File: config.mk
export PLATFORM = sky130hd
export DESIGN_NAME = conv2d_stream
export DESIGN_NICKNAME = d
export VERILOG_FILES = /design/src/rtl/conv_pkg.sv /design/src/rtl/conv_mac.sv /design/src/rtl/conv2d_stream.sv
export SDC_FILE = /design/constraint.sdc
export NUM_CORES = 1
export LEC_CHECK = 0
export CAP_MARGIN = 20
export CORE_AREA = 3 3 239 241
export CTS_BUF_LIST = sky130_fd_sc_hd__clkbuf_8
export CTS_CLUSTER_SIZE = 28
export DETAILED_ROUTE_END_ITERATION = 10
export DIE_AREA = 0 0 242 244
export PLACE_DENSITY = 0.57
export SLEW_MARGIN = 20
export SYNTH_ARGS = -nofsm -noshare
export SYNTH_HDL_FRONTEND = slang
export SYNTH_HIERARCHICAL = 1
export SYNTH_SLANG_ARGS = --single-unit
export TNS_END_PERCENT = 10
File: constraint.sdc
create_clock -name clk -period 45.2 [get_ports clk]
set_input_delay 9.04 -clock clk [delete_from_list [all_inputs] [get_ports clk]]
set_output_delay 9.04 -clock clk [all_outputs]
set_load 0.01 [all_outputs]
File: src/rtl/conv_pkg.sv
// rtl/conv_pkg.sv - shared state, configuration and sizing helpers for conv2d_stream
package conv_pkg;

   typedef enum logic [2:0] {
      IDLE,
      MAC,
      DRAIN,
      OUT,
      DONE
   } state_e;

   typedef struct packed {
      logic [7:0] n;
      logic [7:0] k;
      logic [7:0] s;
      logic [3:0] p;
      logic [7:0] o;
   } cfg_t;

   // Output side length floor((N + 2P - K) / S) + 1; zero for shapes that cannot fit.
   function automatic logic [7:0] out_size(input logic [7:0] n, input logic [7:0] k,
                                           input logic [7:0] s, input logic [3:0] p);
      logic [8:0] span;
      logic [8:0] q;
      span = {1'b0, n} + {4'b0, p, 1'b0};
      if (s == 8'd0 || {1'b0, k} > span) begin
         return 8'd0;
      end
      q = (span - {1'b0, k}) / {1'b0, s};
      return 8'(q + 9'd1);
   endfunction

endpackage

File: src/rtl/conv_mac.sv
// rtl/conv_mac.sv - multiply, sign/zero extend and clear-or-accumulate stage
module conv_mac #(
   parameter int DW     = 8,
   parameter int ACC_W  = 20,
   parameter int SIGNED = 0
) (
   input  logic             clk,
   input  logic             rst,
   input  logic             en,
   input  logic             clr,
   input  logic             zero,
   input  logic [DW-1:0]    a,
   input  logic [DW-1:0]    b,
   output logic [ACC_W-1:0] acc
);

   logic [2*DW-1:0]  prod_u;
   logic [2*DW-1:0]  prod_s;
   logic [ACC_W-1:0] prod_ext;
   logic [ACC_W-1:0] acc_d;
   logic [ACC_W-1:0] acc_q;

   always_comb begin
      prod_u = {{DW{1'b0}}, a} * {{DW{1'b0}}, b};
      // Low 2*DW bits of the product of the sign-extended operands equal the signed product.
      prod_s = {{DW{a[DW-1]}}, a} * {{DW{b[DW-1]}}, b};
      if (SIGNED != 0) begin
         prod_ext = {{(ACC_W-2*DW){prod_s[2*DW-1]}}, prod_s};
      end else begin
         prod_ext = {{(ACC_W-2*DW){1'b0}}, prod_u};
      end
      if (zero) begin
         prod_ext = '0;
      end
      acc_d = acc_q;
      if (en) begin
         acc_d = (clr ? '0 : acc_q) + prod_ext;
      end
   end

   always_ff @(posedge clk) begin
      if (rst) begin
         acc_q <= '0;
      end else begin
         acc_q <= acc_d;
      end
   end

   assign acc = acc_q;

endmodule

File: src/rtl/conv2d_stream.sv
// rtl/conv2d_stream.sv - 2-D convolution engine: FSM, tap/pixel counters, address generation
module conv2d_stream
   import conv_pkg::*;
#(
   parameter int DW      = 8,
   parameter int AW      = 20,
   parameter int ACC_W   = 20,
   parameter int MAX_IMG = 64,
   parameter int MAX_K   = 7,
   parameter int SIGNED  = 0
) (
   input  logic             clk,
   input  logic             rst,
   input  logic             start,
   input  logic [7:0]       img_size,
   input  logic [7:0]       k_size,
   input  logic [7:0]       stride,
   input  logic [3:0]       pad,
   output logic             img_rd,
   output logic [AW-1:0]    img_addr,
   input  logic [DW-1:0]    img_data,
   output logic [AW-1:0]    k_addr,
   input  logic [DW-1:0]    k_data,
   output logic             out_valid,
   input  logic             out_ready,
   output logic [ACC_W-1:0] out_data,
   output logic [7:0]       out_row,
   output logic [7:0]       out_col,
   output logic             busy,
   output logic             done,
   output logic             cfg_err
);

   localparam logic [7:0] MAX_IMG_B = 8'(MAX_IMG);
   localparam logic [7:0] MAX_K_B   = 8'(MAX_K);

   state_e state_q, state_d;
   cfg_t   cfg_q, cfg_d, cfg_new;
   logic [7:0] kr_q, kr_d, kc_q, kc_d, orow_q, orow_d, ocol_q, ocol_d;
   logic cfg_ok, cfg_err_q, cfg_err_d;
   logic issue_q, issue_d, first_q, first_d, img_rd_q, img_rd_d;
   logic [AW-1:0] img_addr_q, img_addr_d, k_addr_q, k_addr_d;
   logic mac_en_q, mac_en_d, mac_clr_q, mac_clr_d, mac_inb_q, mac_inb_d;
   logic [8:0]  span;
   logic [15:0] base_r, base_c, lin_img, lin_k;
   logic signed [17:0] row_c, col_c;
   logic in_b;
   logic [ACC_W-1:0] acc;

   always_comb begin
      cfg_new.n = img_size;
      cfg_new.k = k_size;
      cfg_new.s = stride;
      cfg_new.p = pad;
      cfg_new.o = out_size(img_size, k_size, stride, pad);
      span = {1'b0, img_size} + {4'b0, pad, 1'b0};
      cfg_ok = (k_size != 8'd0) && (stride != 8'd0) && ({1'b0, k_size} <= span) &&
               (img_size <= MAX_IMG_B) && (k_size <= MAX_K_B);

      state_d   = state_q;
      cfg_d     = cfg_q;
      kr_d      = kr_q;
      kc_d      = kc_q;
      orow_d    = orow_q;
      ocol_d    = ocol_q;
      cfg_err_d = 1'b0;
      case (state_q)
         IDLE: begin
            if (start) begin
               if (cfg_ok) begin
                  cfg_d   = cfg_new;
                  state_d = MAC;
                  kr_d    = 8'd0;
                  kc_d    = 8'd0;
                  orow_d  = 8'd0;
                  ocol_d  = 8'd0;
               end else begin
                  cfg_err_d = 1'b1;
               end
            end
         end
         MAC: begin
            if (kc_q == cfg_q.k - 8'd1) begin
               kc_d = 8'd0;
               if (kr_q == cfg_q.k - 8'd1) begin
                  state_d = DRAIN;
               end else begin
                  kr_d = kr_q + 8'd1;
               end
            end else begin
               kc_d = kc_q + 8'd1;
            end
         end
         DRAIN: state_d = OUT;
         OUT: begin
            if (out_ready) begin
               kr_d    = 8'd0;
               kc_d    = 8'd0;
               state_d = MAC;
               if (ocol_q == cfg_q.o - 8'd1) begin
                  ocol_d = 8'd0;
                  if (orow_q == cfg_q.o - 8'd1) begin
                     state_d = DONE;
                  end else begin
                     orow_d = orow_q + 8'd1;
                  end
               end else begin
                  ocol_d = ocol_q + 8'd1;
               end
            end
         end
         DONE:    state_d = IDLE;
         default: state_d = IDLE;
      endcase

      // Address of the tap presented next cycle, computed from the next-state counters.
      issue_d = (state_d == MAC);
      first_d = issue_d && (kr_d == 8'd0) && (kc_d == 8'd0);
      base_r  = {8'b0, orow_d} * {8'b0, cfg_d.s};
      base_c  = {8'b0, ocol_d} * {8'b0, cfg_d.s};
      row_c   = $signed({2'b0, base_r}) + $signed({10'b0, kr_d}) - $signed({14'b0, cfg_d.p});
      col_c   = $signed({2'b0, base_c}) + $signed({10'b0, kc_d}) - $signed({14'b0, cfg_d.p});
      in_b    = (row_c >= 18'sd0) && (row_c < $signed({10'b0, cfg_d.n})) &&
                (col_c >= 18'sd0) && (col_c < $signed({10'b0, cfg_d.n}));
      lin_img = {8'b0, row_c[7:0]} * {8'b0, cfg_d.n} + {8'b0, col_c[7:0]};
      lin_k   = {8'b0, kr_d} * {8'b0, cfg_d.k} + {8'b0, kc_d};
      img_rd_d   = issue_d && in_b;
      img_addr_d = img_rd_d ? AW'(lin_img) : '0;
      k_addr_d   = issue_d ? AW'(lin_k) : '0;

      // Memory data for a tap lands one cycle after issue, so its controls trail by one.
      mac_en_d  = issue_q;
      mac_clr_d = first_q;
      mac_inb_d = img_rd_q;
   end

   always_ff @(posedge clk) begin
      if (rst) begin
         state_q    <= IDLE;
         cfg_q      <= '0;
         kr_q       <= '0;
         kc_q       <= '0;
         orow_q     <= '0;
         ocol_q     <= '0;
         cfg_err_q  <= 1'b0;
         issue_q    <= 1'b0;
         first_q    <= 1'b0;
         img_rd_q   <= 1'b0;
         img_addr_q <= '0;
         k_addr_q   <= '0;
         mac_en_q   <= 1'b0;
         mac_clr_q  <= 1'b0;
         mac_inb_q  <= 1'b0;
      end else begin
         state_q    <= state_d;
         cfg_q      <= cfg_d;
         kr_q       <= kr_d;
         kc_q       <= kc_d;
         orow_q     <= orow_d;
         ocol_q     <= ocol_d;
         cfg_err_q  <= cfg_err_d;
         issue_q    <= issue_d;
         first_q    <= first_d;
         img_rd_q   <= img_rd_d;
         img_addr_q <= img_addr_d;
         k_addr_q   <= k_addr_d;
         mac_en_q   <= mac_en_d;
         mac_clr_q  <= mac_clr_d;
         mac_inb_q  <= mac_inb_d;
      end
   end

   conv_mac #(
      .DW     (DW),
      .ACC_W  (ACC_W),
      .SIGNED (SIGNED)
   ) u_mac (
      .clk  (clk),
      .rst  (rst),
      .en   (mac_en_q),
      .clr  (mac_clr_q),
      .zero (!mac_inb_q),
      .a    (img_data),
      .b    (k_data),
      .acc  (acc)
   );

   assign img_rd    = img_rd_q;
   assign img_addr  = img_addr_q;
   assign k_addr    = k_addr_q;
   assign out_valid = (state_q == OUT);
   assign out_data  = acc;
   assign out_row   = orow_q;
   assign out_col   = ocol_q;
   assign busy      = (state_q != IDLE);
   assign done      = (state_q == DONE);
   assign cfg_err   = cfg_err_q;

endmodule

==> metrics.txt <==
Final ANT Viol Nets 0; initial antenna violation count 1; clk root buf clkbuf_8; Max Cap Viol 0; Min Hold Slack 480.3 ps; Critical Path End Type flop; sequential share of the synthesized area 11.79%; critical path class in -> reg; crit path time final 26770 ps; number of top-level pins 129; DRT iter0 DRCs 1179; WL per Instance 17.48 um; LEAKAGE 11.66 nW; Design Power 0.0004648 W; Syn Area/Cell 8.414 um^2; Initial Utilization 40.06%; reg2reg start cfg_q[0]; RD Place Congestion 0.8805; Via density 5.294; clock skew 39.15 ps; clock latency on the worst-skew pair 570 ps; Worst R2R Path Depth 40; total number of vias 18414; R2R setup slack 33690 ps; Final WS setup 18430 ps; Worst Tran Pin Value 1024 ps; Arrival @ worst endpoint 27210 ps; htree depth 4; Synth Register Bits 130; headroom to the max-slew limit 29.98%; clock sink total 130; Max Clock Freq 0.03736 GHz; Critical Path Start Type input pin; drt first pass iters 5; run status complete, no violations; RSZ-0062 raised after global routing no; worst path required time 45640 ps; RR Endpoint img_addr[15]; commonest non-fill, non-tap cell in the layout inv_1; layout overhead on the synthesized area 10.83%; Setup WS pre-CTS 18210 ps; Critical Path Most Common Cell o21ai_0; GR Util All Layers 20.86%; final HPWL from detailed placement 49900 um; # setup viols final 0; first-pass GRT wire length 98460 um; Reg clk slew, reported paths 80 ps; vias in the first global route 18640; post-synthesis cell area 0.02207 mm^2; Tcrit/Tclk final 59.22%; CTS tree done; setup TNS 0 ps; final hold violation count 0; Die Wd 242 um; PwrDens 19.00 mW/mm^2; slowest stage delay, CP 890 ps; final net count 3313; die area 0.05905 mm^2; min-delay worst type reg -> reg; synth warn 6; critical path endpoint cfg_q[7]; # DRC 0; Die Height 244 um; total congestion overflow 0; share of layout cells above drive strength 1 5.057%; Port Buf Inserts 120; post-CTS resize count 0; Yosys cell types 110; largest net degree at the start of global routing 79; Critical path origin img_size[1]; Max Fanout on Critical Path 16; total CTS buffers 17; number of enable flip-flop cells after synthesis 0; max-slew violation count 0; Post-CTS Setup Bufs 0; CP max-delay cell a2111oi_0; share of synthesized registers carrying an async set or reset 0%; clock buffer depth 2; most frequent cells in the layout inv_1, ha_1, nand2_1; number of instances in the synthesized netlist 2623; core footprint 0.05509 mm^2; DRT Wirelength 60780 um; Synth Flop Type dfxtp_1; # hold bufs at CTS 0; peak supply drop 23.25 uV; Site Rows 86
==> cells by family after synthesis <==
| kind of cell | synth area share, % |
|---|---|
| other cells | 0.01699 |
| compound gates | 14.47 |
| simple gates | 19.72 |
| fa+ha+maj | 38.71 |
| mux | 1.820 |
| flops | 11.79 |
| buf+inv | 8.192 |
| xor+xnor | 5.289 |
==> synth_stat cells (21+ instances only) <==
| library cell | count | area share, % |
|---|---|---|
| and3_1 | 21 | 0.60 |
| o21a_1 | 34 | 1.2 |
| clkbuf_1 | 45 | 0.77 |
| a21oi_1 | 102 | 2.3 |
| nand3_1 | 28 | 0.63 |
| nor4_1 | 21 | 0.60 |
| fa_1 | 223 | 20 |
| xnor2_1 | 60 | 2.4 |
| dfxtp_1 | 130 | 12 |
| nor3_1 | 57 | 1.3 |
| nor2_1 | 228 | 3.9 |
| ha_1 | 326 | 18 |
| and2_1 | 95 | 2.7 |
| inv_1 | 392 | 6.7 |
| a21o_1 | 56 | 1.9 |
| xor2_1 | 37 | 1.5 |
| nor2b_1 | 56 | 1.6 |
| nand2_1 | 258 | 4.4 |
| o21ai_0 | 75 | 1.7 |
==> through the flow <==
stage          util (%)  instances  instance area (um^2)
2_1_floorplan         -       2630                 22100
3_3_place_gp      43.65       3444                 24050
3_5_place_dp      43.66       3444                 24050
4_1_cts           44.37       3476                 24440
5_1_grt           44.40       3477                 24460
6_report          44.40       3478                 24460
==> worst min-delay path by stage <==
stage | slack [ps] | cells past startpoint | start | end
final | 480 | 2 | u_mac/acc[14] | u_mac/acc[14]
after global routing | 510 | 2 | u_mac/acc[14] | u_mac/acc[14]
after CTS | 480 | 2 | u_mac/acc[14] | u_mac/acc[14]
after detailed placement | 470 | 2 | u_mac/acc[14] | u_mac/acc[14]
after global placement | 460 | 2 | u_mac/acc[3] | u_mac/acc[3]
after floorplan | 410 | 1 | first_q | mac_clr_q
==> routing by layer <==
layer / up-vias / part of all wire (%) / track usage [%]
met1: 9025 / 43 / 25.86
met2: 362 / 50 / 37.33
met5: - / 0.021 / 0
met4: 2 / 2.5 / 6.453
li1: 8947 / - / -
met3: 78 / 3.7 / 3.114
==> registers in the layout (all words and copies together) (netlist names), 3 cells and up <==
| register | flops |
|---|---|
| cfg_q | 36 |
| u_mac/acc | 20 |
| img_addr | 16 |
| k_addr | 16 |
| kc_q | 8 |
| kr_q | 8 |
| out_col | 8 |
| out_row | 8 |
| state_q | 3 |
==> power by group <==
part | total, W | internal [W] | switching, W
Clock | 0.000108 | 0.0000464 | 0.0000618
Sequential | 0.000115 | 0.000115 | 0.000000506
Combinational | 0.000241 | 0.000106 | 0.000136
Total | 0.000465 | 0.000267 | 0.000198
==> layout make-up <==
class                   instances  area [um^2]
clock buffers                  18        247.7
diodes                          1        2.502
well taps                     748        935.9
clock inverters                14        142.6
repair buffers                137         1334
multi-input cells            2036        17720
inverters                     394         1479
flip-flops and latches        130         2603
fillers                      5550        30630
==> worst max-delay path: cells and delay by family <==
kind | cells | cell delay (ps)
AND/OR/NAND/NOR | 10 | 1390
buffers and inverters | 5 | 1000
adder cells (fa/ha/maj) | 12 | 3660
multiplexers | 3 | 1160
XOR/XNOR | 3 | 530
AO/OA/AOI/OAI | 42 | 10430
Power figures use the tool's default switching activity.
